<file path="src/rtl/seg7_pkg.sv">
// seg7_pkg: shared 7-segment codes, BCD conversion and counter-width helpers
package seg7_pkg;
   localparam logic [0:6] SEG_0     = 7'b0000001;
   localparam logic [0:6] SEG_1     = 7'b1001111;
   localparam logic [0:6] SEG_2     = 7'b0010010;
   localparam logic [0:6] SEG_3     = 7'b0000110;
   localparam logic [0:6] SEG_4     = 7'b1001100;
   localparam logic [0:6] SEG_5     = 7'b0100100;
   localparam logic [0:6] SEG_6     = 7'b0100000;
   localparam logic [0:6] SEG_7     = 7'b0001111;
   localparam logic [0:6] SEG_8     = 7'b0000000;
   localparam logic [0:6] SEG_9     = 7'b0000100;
   localparam logic [0:6] SEG_BLANK = 7'b1111111;
   localparam int DEF_TICK_DIV    = 100_000_000;
   localparam int DEF_REFRESH_DIV = 100_000;
   localparam int DEF_TICK_W      = $clog2(DEF_TICK_DIV);
   localparam int DEF_REFRESH_W   = $clog2(DEF_REFRESH_DIV);
   function automatic int cnt_w(input int n);
      return (n < 2) ? 1 : $clog2(n);
   endfunction
   function automatic logic [31:0] dec_to_bcd(input int unsigned value, input int digits);
      logic [31:0] r;
      int unsigned v;
      r = '0;
      v = value;
      for (int i = 0; i < 8; i++)
         if (i < digits) begin
            r[4*i+:4] = 4'(v % 10);
            v = v / 10;
         end
      return r;
   endfunction
endpackage

</file>
<file path="src/rtl/seg7_decode.sv">
// seg7_decode: BCD digit to active-low common-anode cathodes with blanking
module seg7_decode
   import seg7_pkg::*;
(
   input  logic [3:0] bcd_i,
   input  logic       blank_i,
   output logic [0:6] seg_o
);
   // non-decimal codes and the blank request both turn every segment off
   always_comb begin
      seg_o = SEG_BLANK;
      if (!blank_i)
         case (bcd_i)
            4'd0: seg_o = SEG_0;
            4'd1: seg_o = SEG_1;
            4'd2: seg_o = SEG_2;
            4'd3: seg_o = SEG_3;
            4'd4: seg_o = SEG_4;
            4'd5: seg_o = SEG_5;
            4'd6: seg_o = SEG_6;
            4'd7: seg_o = SEG_7;
            4'd8: seg_o = SEG_8;
            4'd9: seg_o = SEG_9;
            default: seg_o = SEG_BLANK;
         endcase
   end
endmodule

</file>
<file path="src/rtl/bcd_updown_counter_7seg.sv">
// bcd_updown_counter_7seg: BCD up/down counter with multiplexed 7-segment drive
module bcd_updown_counter_7seg
   import seg7_pkg::*;
#(
   parameter int NUM_DIGITS  = 4,
   parameter int MAX_VALUE   = 999,
   parameter int TICK_DIV    = DEF_TICK_DIV,
   parameter int REFRESH_DIV = DEF_REFRESH_DIV
) (
   input  logic                    clk_100Mhz,
   input  logic                    reset,
   input  logic                    en,
   input  logic                    up_down,
   input  logic                    load,
   input  logic [4*NUM_DIGITS-1:0] load_value,
   input  logic                    blank_lz,
   output logic [4*NUM_DIGITS-1:0] count_bcd,
   output logic                    wrap,
   output logic [NUM_DIGITS-1:0]   Anode_Activate,
   output logic [0:6]              seg_out
);
   localparam int W  = 4 * NUM_DIGITS;
   localparam int TW = cnt_w(TICK_DIV);
   localparam int RW = cnt_w(REFRESH_DIV);
   localparam int SW = cnt_w(NUM_DIGITS);
   localparam logic [31:0]  MAX_FULL = dec_to_bcd(MAX_VALUE, NUM_DIGITS);
   localparam logic [W-1:0] MAX_BCD  = MAX_FULL[W-1:0];
   logic [W-1:0]  count_q, count_d, load_fix, inc, dec;
   logic [TW-1:0] tick_cnt_q;
   logic [RW-1:0] ref_cnt_q;
   logic [SW-1:0] sel_q;
   logic [3:0]    cur_digit;
   logic          wrap_q, wrap_d, tick, ref_term, step, at_max, at_zero, carry, borrow, upper_nz;
   assign tick     = tick_cnt_q == TW'(TICK_DIV - 1);
   assign ref_term = ref_cnt_q == RW'(REFRESH_DIV - 1);
   assign step     = tick & en & ~load;
   assign at_max   = count_q == MAX_BCD;
   assign at_zero  = count_q == '0;
   // per-digit load sanitising and ripple BCD increment/decrement
   always_comb begin
      carry  = 1'b1;
      borrow = 1'b1;
      for (int i = 0; i < NUM_DIGITS; i++) begin
         load_fix[4*i+:4] = (load_value[4*i+:4] > 4'd9) ? 4'd0 : load_value[4*i+:4];
         inc[4*i+:4] = carry ? ((count_q[4*i+:4] == 4'd9) ? 4'd0 : count_q[4*i+:4] + 4'd1) : count_q[4*i+:4];
         dec[4*i+:4] = borrow ? ((count_q[4*i+:4] == 4'd0) ? 4'd9 : count_q[4*i+:4] - 4'd1) : count_q[4*i+:4];
         carry  = carry & (count_q[4*i+:4] == 4'd9);
         borrow = borrow & (count_q[4*i+:4] == 4'd0);
      end
   end
   // load beats tick; the modulus check replaces the ripple result at either end
   always_comb begin
      count_d = load ? ((load_fix > MAX_BCD) ? '0 : load_fix) :
                ~step ? count_q :
                up_down ? (at_max ? '0 : inc) : (at_zero ? MAX_BCD : dec);
      wrap_d  = step & (up_down ? at_max : at_zero);
   end
   // count, tick divider and digit-scan state
   always_ff @(posedge clk_100Mhz or posedge reset)
      if (reset) begin
         count_q    <= '0;
         wrap_q     <= 1'b0;
         tick_cnt_q <= '0;
         ref_cnt_q  <= '0;
         sel_q      <= '0;
      end else begin
         count_q    <= count_d;
         wrap_q     <= wrap_d;
         tick_cnt_q <= tick ? '0 : tick_cnt_q + 1'b1;
         ref_cnt_q  <= ref_term ? '0 : ref_cnt_q + 1'b1;
         if (ref_term)
            sel_q <= (sel_q == SW'(NUM_DIGITS - 1)) ? '0 : sel_q + 1'b1;
      end
   // pick the scanned digit and see whether it and everything above it is zero
   always_comb begin
      cur_digit = '0;
      upper_nz  = 1'b0;
      for (int i = 0; i < NUM_DIGITS; i++) begin
         if (SW'(i) == sel_q)
            cur_digit = count_q[4*i+:4];
         if (SW'(i) >= sel_q && count_q[4*i+:4] != 4'd0)
            upper_nz = 1'b1;
      end
   end
   assign Anode_Activate = ~(NUM_DIGITS'(1) << sel_q);
   assign count_bcd      = count_q;
   assign wrap           = wrap_q;
   seg7_decode u_dec (
      .bcd_i  (cur_digit),
      .blank_i(blank_lz & (sel_q != '0) & ~upper_nz),
      .seg_o  (seg_out)
   );
endmodule

</file>
<file path="config.mk">
export PLATFORM = sky130hd
export DESIGN_NAME = bcd_updown_counter_7seg
export DESIGN_NICKNAME = d
export VERILOG_FILES = /design/src/rtl/seg7_pkg.sv /design/src/rtl/seg7_decode.sv /design/src/rtl/bcd_updown_counter_7seg.sv
export SDC_FILE = /design/constraint.sdc
export NUM_CORES = 1
export LEC_CHECK = 0
export CAP_MARGIN = 20
export CORE_MARGIN = 1.5
export CORE_UTILIZATION = 57
export CTS_CLUSTER_DIAMETER = 100
export DETAILED_ROUTE_END_ITERATION = 16
export PLACE_DENSITY = 0.93
export SLEW_MARGIN = 15
export SYNTH_ARGS = -nofsm -noshare
export SYNTH_HDL_FRONTEND = slang
export SYNTH_HIERARCHICAL = 1
export SYNTH_SLANG_ARGS = --single-unit
</file>
<file path="constraint.sdc">
create_clock -name clk_100Mhz -period 3 [get_ports clk_100Mhz]
set_input_delay 0.6 -clock clk_100Mhz [delete_from_list [all_inputs] [get_ports clk_100Mhz]]
set_output_delay 0.6 -clock clk_100Mhz [all_outputs]
set_load 0.05 [all_outputs]
</file>
; Word-level counts from Yosys, hierarchy flattened
; Memories as Yosys holds them, arrays and structs flattened.
; Index checks and enable logic that the tools add are counted.
[totals]
wordCells = 115
n_memories = 1
register_bits = 63
output_inout_bits = 28
rom_bits = 112
[memory_table]
columns = memory, words, word_bits, read_ports, rd_clocked_by_memory_dff, wr, line
row1 = (name not given), 16, 7, 1, 0, 0, seg7_decode.sv:13  ; case (bcd_i)
[classes]
eq_ne = 14
n_mux = 37
shift = 1
n_addsub = 11
bitwise = 12
n_reduce_logical = 22
order_cmp = 9
[ops]
columns = cell, n
row1 = 2-to-1 mux 16 bit, 6
row2 = 2-to-1 mux 4 bit, 22
row3 = nonzero test 4 bit, 7
row4 = adder 27 x 1 -> 27 bit (second input constant), 1
row5 = == test 27 bit (second input constant), 1
row6 = 2-to-1 mux 27 bit, 1
row7 = adder 17 x 1 -> 17 bit (second input constant), 1
row8 = == test 17 bit (second input constant), 1
row9 = 2-to-1 mux 17 bit, 1
row10 = adder 4 x 1 -> 4 bit (second input constant), 4
row11 = == test 16 x 12 -> 1 bit (second input constant), 1
row12 = == test 4 bit (second input constant), 4
row13 = > comparator 16 x 12 -> 1 bit (second input constant), 1
row14 = > comparator 4 bit (second input constant), 4
row15 = zero test 16 bit, 1
row16 = zero test 4 bit, 4
row17 = subtractor 4 x 1 -> 4 bit (second input constant), 4
row18 = inequality test 4 x 1 -> 1 bit (second input constant), 3
row19 = AND 1 bit, 9
row20 = AND reduction 3 bit, 3
row21 = 2-to-1 mux 7 bit, 1
row22 = 2-to-1 mux 1 bit, 5
row23 = == test 2 bit (first input constant), 2
row24 = greater-or-equal comparator 1 x 2 -> 1 bit (first input constant), 2
row25 = other kinds (11), 17

; Depth between registers and ports, before layout
[depth]
word_depth = 9
ltp_mapped = 12
mapped_depth_nobuf = 12

; Hierarchy
; The synthesis kept the hierarchy.
[by_module_without_submodules]
columns = mod, instances, area_per_inst_um2, seq_area_each_um2, cells_each
row1 = bcd_updown_counter_7seg, 1, 3977.6, 1576.5, 447
row2 = seg7_decode, 1, 236.5, 0.0, 33

; Least setup slack after synthesis
; OpenSTA, ideal clock, no wires.
[synth_timing]
path_type = reg2out
start = reg sel_q[1]
end = out seg_out[3] (netlist name)
n_path_buf = 0
slack_ps = -788
t_arrival_ps = 3188
stages_incl_launch_ff = 12
path_cell_list = dfrtp_1 inv_1 ha_1 inv_1 nand3_1 a21oi_1 a21oi_1 o21ai_0 inv_1 ha_1 nor3b_2 a21oi_1
[synth_between]
word_cells_on_any_way = 26
[synth_rtl]
columns = item, line
row1 = start: declaration, bcd_updown_counter_7seg.sv:31  ; logic [SW-1:0] sel_q;
row2 = start signal: assignment, bcd_updown_counter_7seg.sv:72  ; sel_q <= (sel_q == SW'(NUM_DIGITS - 1)) ? '0 : sel_q + 1'b1;
row3 = zero test 2 bit, bcd_updown_counter_7seg.sv:79  ; if (SW'(i) == sel_q)
row4 = 2-to-1 mux 4 bit (3 in a row), bcd_updown_counter_7seg.sv:79
row5 = 2-to-1 mux 4 bit (*), bcd_updown_counter_7seg.sv:79
row6 = net cur_digit[1], bcd_updown_counter_7seg.sv:32  ; logic [3:0] cur_digit;
row7 = memory (16 x 7 bit) (*), --
row8 = 2-to-1 mux 7 bit (*), seg7_decode.sv:12  ; if (!blank_i)
row9 = end: declaration, bcd_updown_counter_7seg.sv:20  ; output logic [0:6] seg_out
; Mark *: on every way through the listed nets, which the timed path passes. The rest lies on a longest branch.

; Worst setup path after layout
[layout_timing]
start = reg sel_q[0]
end = out seg_out[2] (netlist name)
; Same word-level chain as after synthesis.

==> reports/summary.txt <==
Clock Path Buffers: 2
# port buffers: 49
CP Capture Type: output port
worst r2r src: count_bcd[0]
placed cells: 623
CP bufs+invs: 4
Storage cell area: 1580 um2
Main synth FF type: dfrtp_1
hold path startpoint: tick_cnt_q[0]
Die ar.: 7920 um2
CTS root buffer: clkbuf_8
fmax: 0.326 GHz
Mean Syn Cell Area: 8.78 um2
area of the multi-input gates: 2720 um2
Core Region: 7210 um2
failing checks: negative setup slack
fin nets: 581
NetSw: 0.703 mW
die height: 89.0 um
DR WL/cell: 17.3 um
hold_buf cts: 0
initial antenna violation count: 0
Reg clk slew, reported paths: 0.07 ns
Critical Path RT: 2.40 ns
WHS Endpoint: tick_cnt_q[0]
Post-synth EDFFs: 0
hold path cells: 1
Adder-Cell Fraction of Synth Area: 0.0356
CTS tree: built
CTS Buf Count: 9
FILL cells: 474
standard-cell row count: 31
maximum VDD drop: 0.000342 V
met3 routed WL: 653 um
slowest stage cell on the critical path: dfrtp_2
Leak: 2.24 nW
path depth of the worst reg2reg path: 6
data arrival time of the critical path: 2.47 ns
final period utilization: 1.02
Mapped Nets: 514
vias per cell: 6.17
max layer used: met4
hpwl dp: 7360 um
synth top area cells: dfrtp_1, xnor2_1, xor2_1, nor2_1, ha_1
Syn-to-layout area delta: 29.9%
register bit total from synthesis: 63
Placed Instance Area: 5000 um2
setup tns final: -0.211 ns
post-synth top area share: 0.374
non-filler instance count after layout: 650
ys async rst share: 1.00
post-synthesis sequential area ratio: 0.374
DRC viols: 0
Net Sw Frac: 0.330
DIE WIDTH: 89.0 um
Design Area, Final: 5480 um2
diode count: 0
crit start category: register
worst slew pin tran: 0.763 ns
post-synthesis compound-gate area fraction: 0.146
post-synthesis simple-gate area fraction: 0.265
max_slew headroom: 0.485
mux contribution to synthesized area: 0.0309
share of layout cells above drive strength 1: 0.207
most frequent CP cell: inv_4
M1 WL: 4450 um
post-route ant nets: 0
clock skew: 0.00832 ns
Setup WS post-layout: -0.0652 ns
crit path time final: 3.07 ns
XOR/XNOR share of the synthesized area: 0.102
r2r endpoint: count_bcd[6]
DRT Wirelength: 11200 um
largest net degree at the start of global routing: 64
Max Slew Vio Count: 0
largest family of logic cells by synthesized area: simple AND/OR/NAND/NOR gates
RSZ-0062 raised after global routing: yes
first-pass GRT wire length: 17500 um
Hold Path Class: reg -> reg
Final setup viols: 6
sequential share of power: 0.438
critical path peak fanout: 7
Starting Density: 0.584
WS Path Type: reg -> out
I/O Pins: 50
total number of vias: 4013
number of global-route vias before repair: 3752
status: finished with violations
final hold vios: 0
CP top delay family: simple AND/OR/NAND/NOR gates
routed wl met2: 5750 um
Int Pwr: 1.43 mW
Synth Warn #: 6
power share of the combinational group: 0.262
Mapped Cells: 480
pwr dens: 390 nW/um2
Max Cap Violations: 0
Final GP Congestion: 0.869
Overflow after GRT: 0
clock network power share: 0.300
Synth area leader: dfrtp_1
# H-tree levels: 3
clock sinks: 63
Initial DRC Count: 412
Total GRT Usage: 0.289
drt pass-1 iters: 6
CP peak stage delay: 0.46 ns
Reg2Reg Setup Slack: 0.31 ns
clk_lat worst skew: 0.35 ns
Cell variety after synth: 72
worst-path cell chain: inv_4 -> ha_4 -> inv_4 -> nor2_4 -> a221oi_2 -> o31ai_1 -> buf_4 -> or2b_4 -> o22ai_2 -> nand2b_2 -> buf_6
cell area after synthesis: 4210 um2
cell families after synthesis:
family	count (synthesis)
AO/OA/AOI/OAI	95
XOR/XNOR	49
adder cells (fa/ha/maj)	12
buffers and inverters	48
flip-flops	63
multiplexers	12
AND/OR/NAND/NOR	201
synthesized netlist by cell type, drive strengths merged (7+ instances only):
library cell  count
nor2             49
ha               12
xnor2            27
nor4             17
nand3            30
clkbuf           21
mux2              8
dfrtp            63
nand2b           10
inv              21
xor2             22
and3              7
nand2            33
nand4             7
nor3             11
a21oi            23
o21ai            30
final cells by class:
type                       count  area share
timing repair buffer          83       0.148
inverter                      21      0.0167
clock buffer                  14      0.0279
clock inverter                 1    0.000914
tap                           99      0.0226
multi-input combinational    369       0.496
sequential                    63       0.288
how the worst max path moves through the flow:
stage,from,to,slack [ns],cells past startpoint
CTS,sel_q[0],seg_out[3],0.004,11
detailed placement,sel_q[0],seg_out[3],0.03,11
global route,sel_q[0],seg_out[2],-0.15,11
floorplan,count_bcd[13],seg_out[0],0.0007,6
finish,sel_q[0],seg_out[2],-0.07,11
global placement,sel_q[0],seg_out[3],0.19,11
sequential cells by signal (all words and copies together), names as in the netlist:
signal,cells
count_bcd,16
sel_q,2
ref_cnt_q,17
wrap,1
tick_cnt_q,27
repair_timing:
item	CTS	global route
setup endpoints to repair	7	7
endpoints found under the hold margin	0	0
gates resized for setup	26	23
pin swaps	8	6
setup buffers	5	7
layout by cell type (no fill, tap or decap), drive strengths merged, types with 3 or more instances in the layout:
| cell type | n |
|---|---|
| nor4bb | 3 |
| a32oi | 3 |
| or2 | 3 |
| nand2 | 33 |
| xor2 | 22 |
| and3 | 7 |
| and4 | 6 |
| or3 | 3 |
| dfrtp | 63 |
| inv | 19 |
| mux2i | 4 |
| nor3 | 11 |
| a31oi | 4 |
| xnor2 | 27 |
| o21ai | 30 |
| clkdlybuf4s50 | 42 |
| nor2b | 6 |
| mux2 | 8 |
| clkbuf | 14 |
| ha | 12 |
| nor4 | 17 |
| buf | 41 |
| nor2 | 49 |
| nand4 | 7 |
| o31ai | 5 |
| a21oi | 23 |
| or4b | 3 |
| nand3 | 30 |
| nand2b | 10 |
worst reg2reg max path: stages, from the launching register on:
cell and delay [ns]:
dfrtp_1 0.46, buf_4 0.22, nor4_1 0.53, a41oi_1 0.50, or4_1 0.61, a31oi_1 0.18, a211o_1 0.12
power by group through the flow:
stage | Clock, mW | Sequential, mW | Combinational, mW
final | 0.641 | 0.935 | 0.558
after global routing | 0.684 | 0.940 | 0.597
after CTS | 0.644 | 0.929 | 0.539
after detailed placement | 0 | 0.945 | 0.523
after global placement | 0 | 0.943 | 0.508
after floorplan | 0 | 0.974 | 0.299
routing by layer:
| metal | vias to the layer above | track usage |
|---|---|---|
| met3 | 39 | 0.0591 |
| li1 | 1860 | - |
| met2 | 178 | 0.501 |
| met5 | - | 0 |
| met4 | 0 | 0.126 |
| met1 | 1936 | 0.349 |
through the flow:
step / util / worst slack [ns] / hold WS (ns) / power, mW
5_1_grt: 0.759 / -0.150 / 0.517 / 2.22
3_5_place_dp: 0.693 / 0.0270 / 0.474 / 1.47
4_1_cts: 0.737 / 0.00350 / 0.483 / 2.11
2_1_floorplan: - / 0.000736 / 0.448 / 1.27
3_3_place_gp: 0.693 / 0.192 / 0.471 / 1.45
6_report: 0.759 / -0.0652 / 0.482 / 2.13
(Power assumes the default switching activity.)
